**config.mk**
```make
export PLATFORM = sky130hd
export DESIGN_NAME = sm_spin_ctrl_flat
export DESIGN_NICKNAME = d
export VERILOG_FILES = /design/src/rtl/sm_spin_ctrl_if.sv /design/src/rtl/sm_spin_ctrl.sv /design/src/flat_wrapper.sv
export SDC_FILE = /design/constraint.sdc
export NUM_CORES = 1
export LEC_CHECK = 0
export BUFFER_PORTS_ARGS = -buffer_cell sky130_fd_sc_hd__buf_2
export CELL_PAD_IN_SITES_DETAIL_PLACEMENT = 0
export CELL_PAD_IN_SITES_GLOBAL_PLACEMENT = 1
export CORE_MARGIN = 1.5
export CORE_UTILIZATION = 46
export CTS_CLUSTER_DIAMETER = 150
export DETAILED_ROUTE_END_ITERATION = 10
export MAX_ROUTING_LAYER = met4
export PLACE_DENSITY_LB_ADDON = 0.1
export SKIP_LAST_GASP = 1
export SYNTH_ARGS = -nofsm -noshare
export SYNTH_HDL_FRONTEND = slang
export SYNTH_SLANG_ARGS = --single-unit
```
**constraint.sdc**
```tcl
create_clock -name clk -period 6.55 [get_ports clk]
set_clock_uncertainty 0.2 [all_clocks]
set_input_delay 0.655 -clock clk [delete_from_list [all_inputs] [get_ports clk]]
set_output_delay 0.655 -clock clk [all_outputs]
set_load 0.03 [all_outputs]
```
**src/rtl/sm_spin_ctrl_if.sv**
```systemverilog
// Lever/coin inputs, reel engine link and score/credit outputs of the spin controller.
// Pure wiring bundle, no latency of its own.
// No backpressure: every signal is a level or a single-cycle pulse.
interface sm_spin_ctrl_if #(
    parameter int SYM_W    = 3,
    parameter int CREDIT_W = 8
);
    logic                  lever;
    logic                  coin;
    logic [3*SYM_W-1:0]    reel_sym;
    logic [2:0]            reel_spin;
    logic                  busy;
    logic                  result_valid;
    logic                  win;
    logic [CREDIT_W-1:0]   payout;
    logic [CREDIT_W-1:0]   credits;

    // Controller side
    modport master (
        input  lever, coin, reel_sym,
        output reel_spin, busy, result_valid, win, payout, credits
    );

    // Environment side: lever/coin hardware and reel engine
    modport slave (
        output lever, coin, reel_sym,
        input  reel_spin, busy, result_valid, win, payout, credits
    );
endinterface

```
**src/rtl/sm_spin_ctrl.sv**
```systemverilog
// Spin sequencer and credit manager: timed three-reel spin, staggered stops, scoring, credit balance.
// Start edge to result_valid takes SPIN_CYC + 2*STAGGER_CYC + 1 cycles; busy drops RESULT_HOLD cycles later.
// No backpressure: lever edges outside IDLE are dropped, coins are accepted every cycle with saturation.
module sm_spin_ctrl #(
    parameter int SYM_W         = 3,
    parameter int CREDIT_W      = 8,
    parameter int START_CREDITS = 10,
    parameter int SPIN_CYC      = 1000,
    parameter int STAGGER_CYC   = 500,
    parameter int RESULT_HOLD   = 200
) (
    input  logic          clk,
    input  logic          rst,
    sm_spin_ctrl_if.master bus
);
    typedef enum logic [2:0] {IDLE, SPIN, STOP, EVAL, SHOW} state_t;

    // One timer serves every phase, so it is sized for the longest one.
    localparam int TMAX0 = (SPIN_CYC > STAGGER_CYC) ? SPIN_CYC : STAGGER_CYC;
    localparam int TMAX  = (TMAX0 > RESULT_HOLD) ? TMAX0 : RESULT_HOLD;
    localparam int TMR_W = (TMAX > 1) ? $clog2(TMAX) : 1;

    // Timer counts down to zero inclusive, so loads are one less than the phase length.
    localparam logic [TMR_W-1:0] SPIN_LD = TMR_W'(SPIN_CYC - 1);
    localparam logic [TMR_W-1:0] STAG_LD = TMR_W'(STAGGER_CYC - 1);
    localparam logic [TMR_W-1:0] HOLD_LD = TMR_W'(RESULT_HOLD - 1);

    localparam logic [CREDIT_W:0]   CMAX     = {1'b0, {CREDIT_W{1'b1}}};
    localparam logic [CREDIT_W-1:0] PAY_JACK = CREDIT_W'(50);
    localparam logic [CREDIT_W-1:0] PAY_TRIP = CREDIT_W'(10);
    localparam logic [CREDIT_W-1:0] PAY_PAIR = CREDIT_W'(2);

    state_t              state, state_nx;
    logic [TMR_W-1:0]    tmr, tmr_nx;
    logic [1:0]          idx, idx_nx;
    logic [2:0]          spin, spin_nx;
    logic [SYM_W-1:0]    sym [3];
    logic [SYM_W-1:0]    sym_nx [3];
    logic                win, win_nx;
    logic [CREDIT_W-1:0] payout, payout_nx;
    logic                result_valid, result_valid_nx;
    logic [CREDIT_W-1:0] credits, credits_nx;
    logic                lever_q;

    logic                start;
    logic                debit;
    logic [CREDIT_W-1:0] score;
    logic [CREDIT_W-1:0] add;
    logic [CREDIT_W:0]   sum;

    assign start = bus.lever & ~lever_q;

    // Score the latched symbols; only consumed in EVAL.
    always_comb begin
        score = '0;
        if (sym[0] == sym[1] && sym[1] == sym[2]) begin
            score = (sym[0] == {SYM_W{1'b1}}) ? PAY_JACK : PAY_TRIP;
        end else if (sym[0] == sym[1]) begin
            score = PAY_PAIR;
        end
    end

    // Next-state, timer, reel and score logic.
    always_comb begin
        state_nx        = state;
        tmr_nx          = (tmr != '0) ? tmr - TMR_W'(1) : tmr;
        idx_nx          = idx;
        spin_nx         = spin;
        sym_nx          = sym;
        win_nx          = win;
        payout_nx       = payout;
        result_valid_nx = 1'b0;
        debit           = 1'b0;
        add             = '0;
        case (state)
            IDLE: begin
                // Balance check uses the pre-coin value.
                if (start && credits != '0) begin
                    debit     = 1'b1;
                    spin_nx   = 3'b111;
                    win_nx    = 1'b0;
                    payout_nx = '0;
                    tmr_nx    = SPIN_LD;
                    state_nx  = SPIN;
                end
            end
            SPIN: begin
                if (tmr == '0) begin
                    spin_nx[0] = 1'b0;
                    sym_nx[0]  = bus.reel_sym[SYM_W-1:0];
                    idx_nx     = 2'd1;
                    tmr_nx     = STAG_LD;
                    state_nx   = STOP;
                end
            end
            STOP: begin
                if (tmr == '0) begin
                    spin_nx[idx] = 1'b0;
                    sym_nx[idx]  = bus.reel_sym[idx*SYM_W +: SYM_W];
                    if (idx == 2'd2) begin
                        state_nx = EVAL;
                    end else begin
                        idx_nx = idx + 2'd1;
                        tmr_nx = STAG_LD;
                    end
                end
            end
            EVAL: begin
                add             = score;
                payout_nx       = score;
                win_nx          = (score != '0);
                result_valid_nx = 1'b1;
                tmr_nx          = HOLD_LD;
                state_nx        = SHOW;
            end
            SHOW: begin
                if (tmr == '0) begin
                    state_nx = IDLE;
                end
            end
            default: state_nx = IDLE;
        endcase

        // Debit only happens with a non-zero balance, so the sum never underflows.
        sum = {1'b0, credits} + {{CREDIT_W{1'b0}}, bus.coin} + {1'b0, add}
              - {{CREDIT_W{1'b0}}, debit};
        credits_nx = (sum > CMAX) ? CMAX[CREDIT_W-1:0] : sum[CREDIT_W-1:0];
    end

    // State and datapath registers; the lever history keeps running in every state.
    always_ff @(posedge clk) begin
        if (rst) begin
            state        <= IDLE;
            tmr          <= '0;
            idx          <= '0;
            spin         <= '0;
            sym[0]       <= '0;
            sym[1]       <= '0;
            sym[2]       <= '0;
            win          <= 1'b0;
            payout       <= '0;
            result_valid <= 1'b0;
            credits      <= CREDIT_W'(START_CREDITS);
            lever_q      <= 1'b0;
        end else begin
            state        <= state_nx;
            tmr          <= tmr_nx;
            idx          <= idx_nx;
            spin         <= spin_nx;
            sym          <= sym_nx;
            win          <= win_nx;
            payout       <= payout_nx;
            result_valid <= result_valid_nx;
            credits      <= credits_nx;
            lever_q      <= bus.lever;
        end
    end

    assign bus.reel_spin    = spin;
    assign bus.busy         = (state != IDLE);
    assign bus.result_valid = result_valid;
    assign bus.win          = win;
    assign bus.payout       = payout;
    assign bus.credits      = credits;
endmodule

```
**src/flat_wrapper.sv**
```systemverilog
// flat-port wrapper written by rule: the top's interface ports become plain ports
module sm_spin_ctrl_flat 
#(
    parameter int SYM_W         = 3,
    parameter int CREDIT_W      = 8,
    parameter int START_CREDITS = 10,
    parameter int SPIN_CYC      = 1000,
    parameter int STAGGER_CYC   = 500,
    parameter int RESULT_HOLD   = 200
)
  (clk, rst, bus_lever, bus_coin, bus_reel_sym, bus_reel_spin, bus_busy, bus_result_valid, bus_win, bus_payout, bus_credits);
  sm_spin_ctrl_if #(.SYM_W(SYM_W), .CREDIT_W(CREDIT_W)) bus_i ();
  input  logic clk;
  input  logic rst;
  input wire logic [$bits(bus_i.lever)-1:0] bus_lever;
  input wire logic [$bits(bus_i.coin)-1:0] bus_coin;
  input wire logic [$bits(bus_i.reel_sym)-1:0] bus_reel_sym;
  output wire logic [$bits(bus_i.reel_spin)-1:0] bus_reel_spin;
  output wire logic [$bits(bus_i.busy)-1:0] bus_busy;
  output wire logic [$bits(bus_i.result_valid)-1:0] bus_result_valid;
  output wire logic [$bits(bus_i.win)-1:0] bus_win;
  output wire logic [$bits(bus_i.payout)-1:0] bus_payout;
  output wire logic [$bits(bus_i.credits)-1:0] bus_credits;
  assign bus_i.lever = bus_lever;
  assign bus_i.coin = bus_coin;
  assign bus_i.reel_sym = bus_reel_sym;
  assign bus_reel_spin = bus_i.reel_spin;
  assign bus_busy = bus_i.busy;
  assign bus_result_valid = bus_i.result_valid;
  assign bus_win = bus_i.win;
  assign bus_payout = bus_i.payout;
  assign bus_credits = bus_i.credits;
  sm_spin_ctrl #(.SYM_W(SYM_W), .CREDIT_W(CREDIT_W), .START_CREDITS(START_CREDITS), .SPIN_CYC(SPIN_CYC), .STAGGER_CYC(STAGGER_CYC), .RESULT_HOLD(RESULT_HOLD)) u_core (.clk(clk), .rst(rst), .bus(bus_i));
endmodule
```
# Word level (Yosys, flattened, before mapping)
# Cells that the tools add are included.
# totals
out_inout_bits	22
in_bits	13
wordCells	108
ff_bits	46
# op_classes
n_shift	1
mul	1
n_eq_ne	14
add_sub_neg	5
order_cmp	5
bitwise_logic	5
reduce_logical	22
mux	41
# ops
op	count
10-bit 2-to-1 mux	5
10-bit case mux with 4 select lines	1
8-bit 2-to-1 mux	4
3-bit 2-to-1 mux	9
8-bit case mux with 2 select lines	1
8-bit nonzero test	2
3-bit case mux with 5 select lines	1
10-bit zero test	1
2-bit by 1-bit != test with 1-bit output (second input constant)	5
10-bit nonzero test	1
10-bit by 1-bit subtractor with 10-bit output (second input constant)	1
8-bit by 1-bit adder with 9-bit output	1
9-bit by 8-bit adder with 9-bit output	1
9-bit bitwise mux	1
9-bit by 8-bit > comparator with 1-bit output (second input constant)	1
9-bit 2-to-1 mux	1
9-bit by 5-bit variable part select with 3-bit output	1
9-bit by 1-bit subtractor with 9-bit output	1
2-bit 2-to-1 mux	4
2-bit case mux with 2 select lines	2
4-bit AND reduction	2
3-bit demux with 2-bit select	1
3-bit by 2-bit equality test with 1-bit output (second input constant)	2
3-bit equality test	2
29 further kinds	43

# Logic depth before layout (Yosys ltp)
# Gate-level depths: netlist of run 1.
# depth
ltp_word	8
depth_mapped	15
mapped_depth_nobuf	14

# Least setup slack after synthesis of run 1
# OpenSTA, ideal clock, no wires.
# synth_path
path_type	register -> register
from	register u_core.state[1]
to	register u_core.credits[1], in the netlist u_core.bus.credits[1]
t_arrival_ns	3.340
synth_period_minus_slack_ns	3.672
stages_incl_launch_ff	14
path_buffers	1
t_required_ns	6.218
setup_slack_ns	2.878
setup_time_ns	0.132
path_cell_list	dfxtp_1 nand3b_1 or4_4 nor4_1 nand2b_1 ha_1 inv_1 ha_1 o21ai_0 a31oi_1 mux2_2 and3_1 clkbuf_1 or3b_2
# synth_via
elab_chain_len	6
elab_cells_between_ends	8
cone_classes	add/sub: 2; order compare: 1; eq/ne: 1; mux: 2; reduce/logical: 2
# synth_rtl
item	line_no	rtl
start, declared	sm_spin_ctrl.sv:33	state_t state, state_nx;
start signal, assigned	sm_spin_ctrl.sv:146	state <= state_nx;
3-bit by 2-bit equality test with 1-bit output	sm_spin_ctrl.sv:75	case (state)
8-bit 2-to-1 mux	sm_spin_ctrl.sv:75	
9-bit by 8-bit adder with 9-bit output	sm_spin_ctrl.sv:125	sum = {1'b0, credits} + {{CREDIT_W{1'b0}}, bus.coin} + {1'b0, add}
9-bit by 1-bit subtractor with 9-bit output *	sm_spin_ctrl.sv:126	- {{CREDIT_W{1'b0}}, debit};
9-bit by 8-bit > comparator with 1-bit output	sm_spin_ctrl.sv:127	credits_nx = (sum > CMAX) ? CMAX[CREDIT_W-1:0] : sum[CREDIT_W-1:0];
2-bit OR reduction (no line)	--	
end signal, assigned	sm_spin_ctrl.sv:143	credits <= CREDIT_W'(START_CREDITS);
end signal, assigned	sm_spin_ctrl.sv:154	credits <= credits_nx;
end, declared	sm_spin_ctrl.sv:42	logic [CREDIT_W-1:0] credits, credits_nx;
# Mark *: on every way between the ends. The rest lies on a longest branch, timed or not.
# A chain may end at the register's enable or synchronous reset.

# Worst setup path in the final report of run 1
# layout_path
from	register u_core.state[2]
to	register u_core.credits[1], in the netlist u_core.bus.credits[1]
# The elaborated chain is that of the path after synthesis.

==> impl_results.md, run 1 <==
* Status: finished, final reports clean
* Wire length per cell at 13.9 um
* Floorplan core area at 5140 um2
* All-Layer GR Usage at 20.2%
* R2r endpoint: u_core.bus.credits[1]
* Reg2reg path depth at 12
* Worst hold margin at 0.266 ns
* Worst r2r src: u_core.state[2]
* CTS Root Cell: clkbuf_8
* Vias per Instance at 5.37
* Setup crit end kind: flip-flop
* Routed WL at 5470 um
* Largest net degree at the start of global routing at 42
* Initial core utilization at 48.0%
* Antenna diode count at 0
* Share of layout cells above drive strength 1 at 15.2%
* Pwr dens at 439 nW/um2
* Die height at 76.3 um
* Port Buffers at 30
* Clock transition at path regs at 0.08 ns
* RSZ-0062 raised after global routing: no
* Max-Cap Viols at 0
* Slew HR at 48.8%
* Seq/Total Area, Yosys at 33.2%
* Area Overhead vs Synth at 11.4%
* Synth Register Bits at 41
* Fmax at 245 MHz
* Post-CTS resize count at 0
* Number of synthesized flops with an enable pin at 0
* First-pass GRT wire length at 9110 um
* Critical Path RT at 6.54 ns
* Peak supply drop at 0.000200 V
* Clk_lat worst skew at 0.30 ns
* Num rows at 26
* Setup crit end: u_core.bus.credits[1]
* Total negative slack at 0 ns
* Worst min path class: flip-flop to flip-flop
* Clk sink count at 41
* Nets at 356
* Drt first pass iters at 4
* Setup crit start: u_core.state[2]
* Clock period minus final worst setup slack at 4.09 ns
* Final ANT Viol Nets at 0
* Synth Warn # at 0
* Post-synth ARST share at 0%
* Setup violators final at 0
* Grt ovf at 0
* Final HPWL from detailed placement at 4060 um
* Max Fanout on Critical Path at 14
* Deepest clock path buffer count at 2
* Synth area leaders: dfxtp_1 33%, ha_1 10%, a21oi_1 5.5%
* Clock buffer count from CTS at 5
* Residual DRC at 0
* Area share of the largest cell type after synthesis at 33.2%
* Die width at 76.3 um
* Worst Path Arrival at 4.07 ns
* Final period utilization at 62.4%
* Synthesized area at 2470 um2
* Final Hold Vio Count at 0
* Ports at 35
* Post-CTS setup buffers at 0
* CTS tree: done
* PnR worst setup slack at 2.46 ns
* Antenna violations before repair at 0
* Worst setup SP type: flip-flop
* Vias in the first global route at 1,916
* R2R setup slack at 2.46 ns
* Yosys top cell by area: dfxtp_1
* Gate Count Post-Synth at 298
* Worst slack, placed at 2.50 ns
* Slew Viols, Final at 0
* Vias at 2,110
* DRT iter0 DRCs at 55
* Syn_area_per_cell at 8.28 um2
* Routability cong. at 0.842
* Die ar. at 5810 um2
* Slew of the pin with the lowest slew margin at 0.768 ns
* Pleak at 1.24 nW
* # hold bufs at CTS at 0
* Synth unique cells at 53
* Main synth FF type: dfxtp_1
* H-tree levels at 2
* Kind of critical path: flip-flop to flip-flop
[layout by cell type (no fill, tap or decap), types with 3 or more instances in the layout]
master	Yosys	routed
a211oi_1	8	8
a21oi_1	27	27
a31oi_1	11	11
and3_1	4	4
buf_2	2	30
clkbuf_8	0	6
conb_1	1	4
dfxtp_1	41	41
ha_1	20	20
inv_1	28	28
mux2i_1	3	3
nand2_1	20	20
nand2b_1	11	11
nand3_1	6	6
nor2_1	23	23
nor3_1	7	7
nor4_1	3	3
o21ai_0	10	10
o21bai_1	3	3
o31ai_1	4	4
xnor2_1	3	3
xor2_1	10	10
[how the worst min path moves through the flow]
stage | from | end | slack, ns | cells after the start
CTS | u_core.bus.payout[1] | u_core.bus.payout[1] | 0.27 | 2
finish | u_core.bus.payout[1] | u_core.bus.payout[1] | 0.27 | 2
floorplan | u_core.idx[1] | u_core.idx[1] | 0.29 | 2
global route | u_core.bus.payout[1] | u_core.bus.payout[1] | 0.28 | 2
global placement | u_core.bus.payout[1] | u_core.bus.payout[1] | 0.26 | 2
detailed placement | u_core.bus.payout[1] | u_core.bus.payout[1] | 0.26 | 2
[cell type report]
class | count | area (um2)
Timing Repair Buffer | 30 | 150
Fill cell | 537 | 2390
Clock buffer | 7 | 86.3
Clock inverter | 1 | 30.0
Sequential cell | 41 | 821
Inverter | 29 | 109
Tap cell | 70 | 87.6
Multi-Input combinational cell | 215 | 1470
[critical path: stages (launching register included)]
cell,delay [ns]
dfxtp_1,0.46
nand3b_1,0.33
or4_4,0.50
nor4_1,0.37
nand2b_1,0.15
ha_1,0.29
inv_1,0.04
ha_1,0.35
o21ai_0,0.10
a31oi_1,0.24
mux2_2,0.20
and3_1,0.29
or3b_2,0.46
[cell families after synthesis]
family / count (synthesis) / synth area share [%]
AOI/OAI and AO/OA: 78 / 20.5
and+or+nand+nor: 94 / 20.5
xor gates and xnor gates: 13 / 4.61
adders and majority gates: 21 / 10.9
DFF: 41 / 33.2
buffers and inverters: 45 / 7.86
other: 1 / 0.152
muxes: 5 / 2.13
[flip-flops by register name (all words and copies together) (netlist names)]
| register | count |
|---|---|
| u_core.bus.reel_spin | 3 |
| u_core.lever_q | 1 |
| u_core.bus.credits | 8 |
| u_core.bus.payout | 3 |
| u_core.bus.win | 1 |
| u_core.bus.result_valid | 1 |
| u_core.idx | 2 |
| u_core.state | 3 |
| u_core.tmr | 10 |
| u_core.sym | 9 |
[per-stage QoR]
| step | util [%] | instance area, um2 | power, mW | cells |
|---|---|---|---|---|
| after CTS | 53.5 | 2750 | 1.21 | 393 |
| after detailed placement | 51.2 | 2630 | 0.993 | 385 |
| after global routing | 53.5 | 2750 | 1.32 | 393 |
| final | 53.5 | 2750 | 1.21 | 393 |
| after floorplan | - | 2480 | 0.863 | 301 |
| after global placement | 51.2 | 2630 | 0.990 | 385 |
[report_power, final]
| part | switching [mW] | total (mW) | internal, mW | leakage, nW |
|---|---|---|---|---|
| sequential | 0.0551 | 0.357 | 0.302 | 0.337 |
| clock | 0.0915 | 0.216 | 0.124 | 0.0585 |
| combinational | 0.372 | 0.633 | 0.261 | 0.842 |
| total | 0.519 | 1.21 | 0.687 | 1.24 |
[synthesized netlist by cell type, drive strengths merged, types with 2 or more instances]
| cell | n |
|---|---|
| a31oi | 11 |
| nor3 | 7 |
| o21bai | 3 |
| xor2 | 10 |
| a211oi | 9 |
| nor3b | 2 |
| nand2 | 20 |
| or4 | 4 |
| clkbuf | 8 |
| nand3 | 6 |
| mux2 | 2 |
| or3 | 2 |
| nor4 | 4 |
| nor2b | 2 |
| nand2b | 11 |
| nand3b | 2 |
| a21oi | 27 |
| buf | 8 |
| o221ai | 2 |
| nor2 | 23 |
| o21ai | 10 |
| xnor2 | 3 |
| o31ai | 4 |
| inv | 29 |
| ha | 20 |
| and3 | 4 |
| dfxtp | 41 |
| or3b | 3 |
| mux2i | 3 |
[metal layers]
metal  vias to the layer above  GRT usage [%]  part of all wire (%)
met1                       967           25.1                    48
li1                       1094              -                     -
met4                         0           6.85                   1.6
met2                        41           32.7                    47
met3                         8           4.07                   3.4
met5                         -              -                     0
(Power assumes the default switching activity.)
==> inputs of run 2 (changes only) <==
--- a/config.mk
+++ b/config.mk
@@ -5,11 +5,12 @@
 export SDC_FILE = /design/constraint.sdc
 export NUM_CORES = 1
 export LEC_CHECK = 0
+export ABC_AREA = 1
 export BUFFER_PORTS_ARGS = -buffer_cell sky130_fd_sc_hd__buf_2
 export CELL_PAD_IN_SITES_DETAIL_PLACEMENT = 0
 export CELL_PAD_IN_SITES_GLOBAL_PLACEMENT = 1
 export CORE_MARGIN = 1.5
-export CORE_UTILIZATION = 46
+export CORE_UTILIZATION = 37
 export CTS_CLUSTER_DIAMETER = 150
 export DETAILED_ROUTE_END_ITERATION = 10
 export MAX_ROUTING_LAYER = met4
==> constraint.sdc (replaced) <==
create_clock -name clk -period 3.55 [get_ports clk]
set_clock_uncertainty 0.2 [all_clocks]
set_input_delay 0.355 -clock clk [delete_from_list [all_inputs] [get_ports clk]]
set_output_delay 0.355 -clock clk [all_outputs]
set_load 0.03 [all_outputs]
==> impl_results.md, run 2 <==
* Fmax at 320 MHz (was 245 MHz)
* CTS Root Cell: clkbuf_8 (unchanged)
* Antenna violations before repair at 0 (unchanged)
* Peak supply drop at 0.000655 V (was 0.000200 V)
* DRT iter0 DRCs at 67 (was 55)
* Leading cell type in the layout, fill and taps excluded: nand2_1 (was dfxtp_1)
* Area share of the largest cell type after synthesis at 29.9% (was 33.2%)
* FF+latch area at 821 um2 (unchanged)
* Seq/Total Area, Yosys at 29.9% (was 33.2%)
* Most common cell in the netlist: nand2_1 (was dfxtp_1)
* Post-CTS resize count at 0 (unchanged)
* Main synth FF type: dfxtp_1 (unchanged)
* Area Overhead vs Synth at 12.8% (was 11.4%)
* Max reg flops at 10 (unchanged)
* Die width at 89.1 um (was 76.3 um)
* Worst slack, placed at 0.418 ns (was 2.50 ns)
* Synth unique cells at 31 (was 53)
* Layout Cells excl Fill at 540 (was 393)
* Vias in the first global route at 2,331 (was 1,916)
* Yosys top cell by area: dfxtp_1 (unchanged)
* Ports at 35 (unchanged)
* Pleak at 1.58 nW (was 1.24 nW)
* Final ANT Viol Nets at 0 (unchanged)
* Nets at 474 (was 356)
* CTS tree: done (unchanged)
* Total chip power at 2.92 mW (was 1.21 mW)
* Placed cells at 532 (was 385)
* Share of layout cells above drive strength 1 at 14.5% (was 15.2%)
* Max Fanout on Critical Path at 9 (was 14)
* Synthesized area at 2740 um2 (was 2470 um2)
* Port Buffers at 30 (unchanged)
* Routed WL at 6760 um (was 5470 um)
* Final HPWL from detailed placement at 5230 um (was 4060 um)
* Synth cell count leaders: 99 x nand2_1, 56 x inv_1, 41 x dfxtp_1, 38 x nand3_1 (was 41 x dfxtp_1, 28 x inv_1, 27 x a21oi_1, 23 x nor2_1)
* Reg with most FFs: u_core.tmr (unchanged)
* # hold bufs at CTS at 0 (unchanged)
* Gate Count Post-Synth at 411 (was 298)
* Synth area leaders: dfxtp_1 30%, nand2_1 14%, ha_1 9.1% (was dfxtp_1 33%, ha_1 10%, a21oi_1 5.5%)
* Setup violators final at 0 (unchanged)
* H-tree levels at 2 (unchanged)
* Vias per Instance at 4.70 (was 5.37)
* Clk sink count at 41 (unchanged)
* Routability cong. at 0.838 (was 0.842)
* Grt ovf at 0 (unchanged)
* Max-Cap Viols at 0 (unchanged)
* Die height at 89.1 um (was 76.3 um)
* Largest net degree at the start of global routing at 27 (was 42)
* All-Layer GR Usage at 18.7% (was 20.2%)
* Pwr dens at 942 nW/um2 (was 439 nW/um2)
* Residual DRC at 0 (unchanged)
* Drt first pass iters at 5 (was 4)
* Vias at 2,538 (was 2,110)
* Deepest clock path buffer count at 2 (unchanged)
* Slew of the pin with the lowest slew margin at 0.556 ns (was 0.768 ns)
* Floorplan core area at 7210 um2 (was 5140 um2)
* Largest registers: u_core.tmr x10, u_core.sym x9, u_core.bus.credits x8 (unchanged)
* Antenna diode count at 0 (unchanged)
* Worst setup SP type: flip-flop (unchanged)
* Clock buffer count from CTS at 5 (unchanged)
* Final period utilization at 88.2% (was 62.4%)
* Status: finished, final reports clean (unchanged)
* Clock period minus final worst setup slack at 3.13 ns (was 4.09 ns)
* Total negative slack at 0 ns (unchanged)
* Kind of critical path: flip-flop to flip-flop (unchanged)
* PnR worst setup slack at 0.421 ns (was 2.46 ns)
* Clock transition at path regs at 0.08 ns (about the same)
* Setup crit end kind: flip-flop (unchanged)
* Syn_area_per_cell at 6.68 um2 (was 8.28 um2)
* Initial core utilization at 38.0% (was 48.0%)
* Worst min path class: input port to flip-flop (was flip-flop to flip-flop)
* RSZ-0062 raised after global routing: no (unchanged)
* Worst Path Arrival at 3.13 ns (was 4.07 ns)
* Synth Register Bits at 41 (unchanged)
* Commonest non-fill, non-tap cells in the layout: 99 x nand2_1, 56 x inv_1, 41 x dfxtp_1 (was 41 x dfxtp_1, 30 x buf_2, 28 x inv_1)
* Critical Path RT at 3.56 ns (was 6.54 ns)
* First-pass GRT wire length at 11,000 um (was 9110 um)
* Number of synthesized flops with an enable pin at 0 (unchanged)
* Clk_lat worst skew at 0.31 ns (was 0.30 ns)
* Synth Warn # at 0 (unchanged)
* Fill count at 797 (was 537)
* Post-synth ARST share at 0% (unchanged)
* Post-CTS setup buffers at 0 (unchanged)
* Slew Viols, Final at 0 (unchanged)
* Die ar. at 7940 um2 (was 5810 um2)
* Slew HR at 62.9% (was 48.8%)
* Wire length per cell at 12.5 um (was 13.9 um)
* Final Hold Vio Count at 0 (unchanged)
* Num rows at 31 (was 26)
* Multi-input logic area at 1600 um2 (was 1470 um2)
==> run 2: final timing paths <==
path	start	to	slack [ns]	depth (start not counted)
worst max-delay path	u_core.bus.credits[7]	u_core.bus.credits[2]	0.42	19
worst min register to register	u_core.bus.win	u_core.bus.win	0.26	2
worst max register to register	u_core.bus.credits[7]	u_core.bus.credits[2]	0.42	19
worst min-delay path	bus_lever	u_core.lever_q	0.08	3
==> run 2: logic make-up (layout without fill, tap and decap cells) <==
group / count (synthesis) / after routing / synth area share [%]
buf+inv: 79 / 106 / 12.1
xor+xnor: 14 / 14 / 4.47
compound gates: 58 / 58 / 11.3
simple gates: 197 / 197 / 32.2
other cells: 1 / 4 / 0.137
fa+ha+maj: 21 / 21 / 9.85
flops: 41 / 41 / 29.9
==> run 2: where the power goes <==
part / switching, mW / internal, mW
clock network: 0.181 / 0.280
logic: 1.14 / 0.615
registers: 0.109 / 0.589
==> run 2: per-layer routing <==
metal / share of wire (%) / track usage (%)
met5: 0 / -
met2: 49 / 32.1
met1: 47 / 23.0
met3: 3.3 / 2.77
met4: 1.4 / 4.76
==> run 2: layout make-up <==
class                      instances  share of cell area, %
multi-input combinational        294                   51.8
sequential                        41                   26.5
inverter                          66                   8.01
timing repair buffer              32                   5.34
tap                               99                   4.00
clock buffer                       5                   2.22
clock inverter                     3                   2.10
==> run 2: worst max-delay path, stage by stage, from the launching register on <==
cell     delay (ns)
dfxtp_1        0.33
inv_1          0.09
ha_1           0.16
nand2_1        0.06
nor2_1         0.10
nand2_1        0.09
nand3_2        0.17
inv_1          0.07
ha_1           0.27
inv_1          0.04
ha_1           0.19
fa_1           0.43
nand3_1        0.10
nand3_1        0.10
nand3_1        0.11
nand3_1        0.08
nand2_1        0.23
nand2_1        0.09
nand2_1        0.07
inv_1          0.05
==> run 2: per-stage QoR <==
step                hold WS (ns)  cell area, um2  utilization [%]
detailed placement         0.251            2960             41.0
CTS                       0.0762            3090             42.9
finish                    0.0756            3090             42.9
global placement           0.245            2960             41.0
global route               0.109            3090             42.9
floorplan                  0.254            2760                -
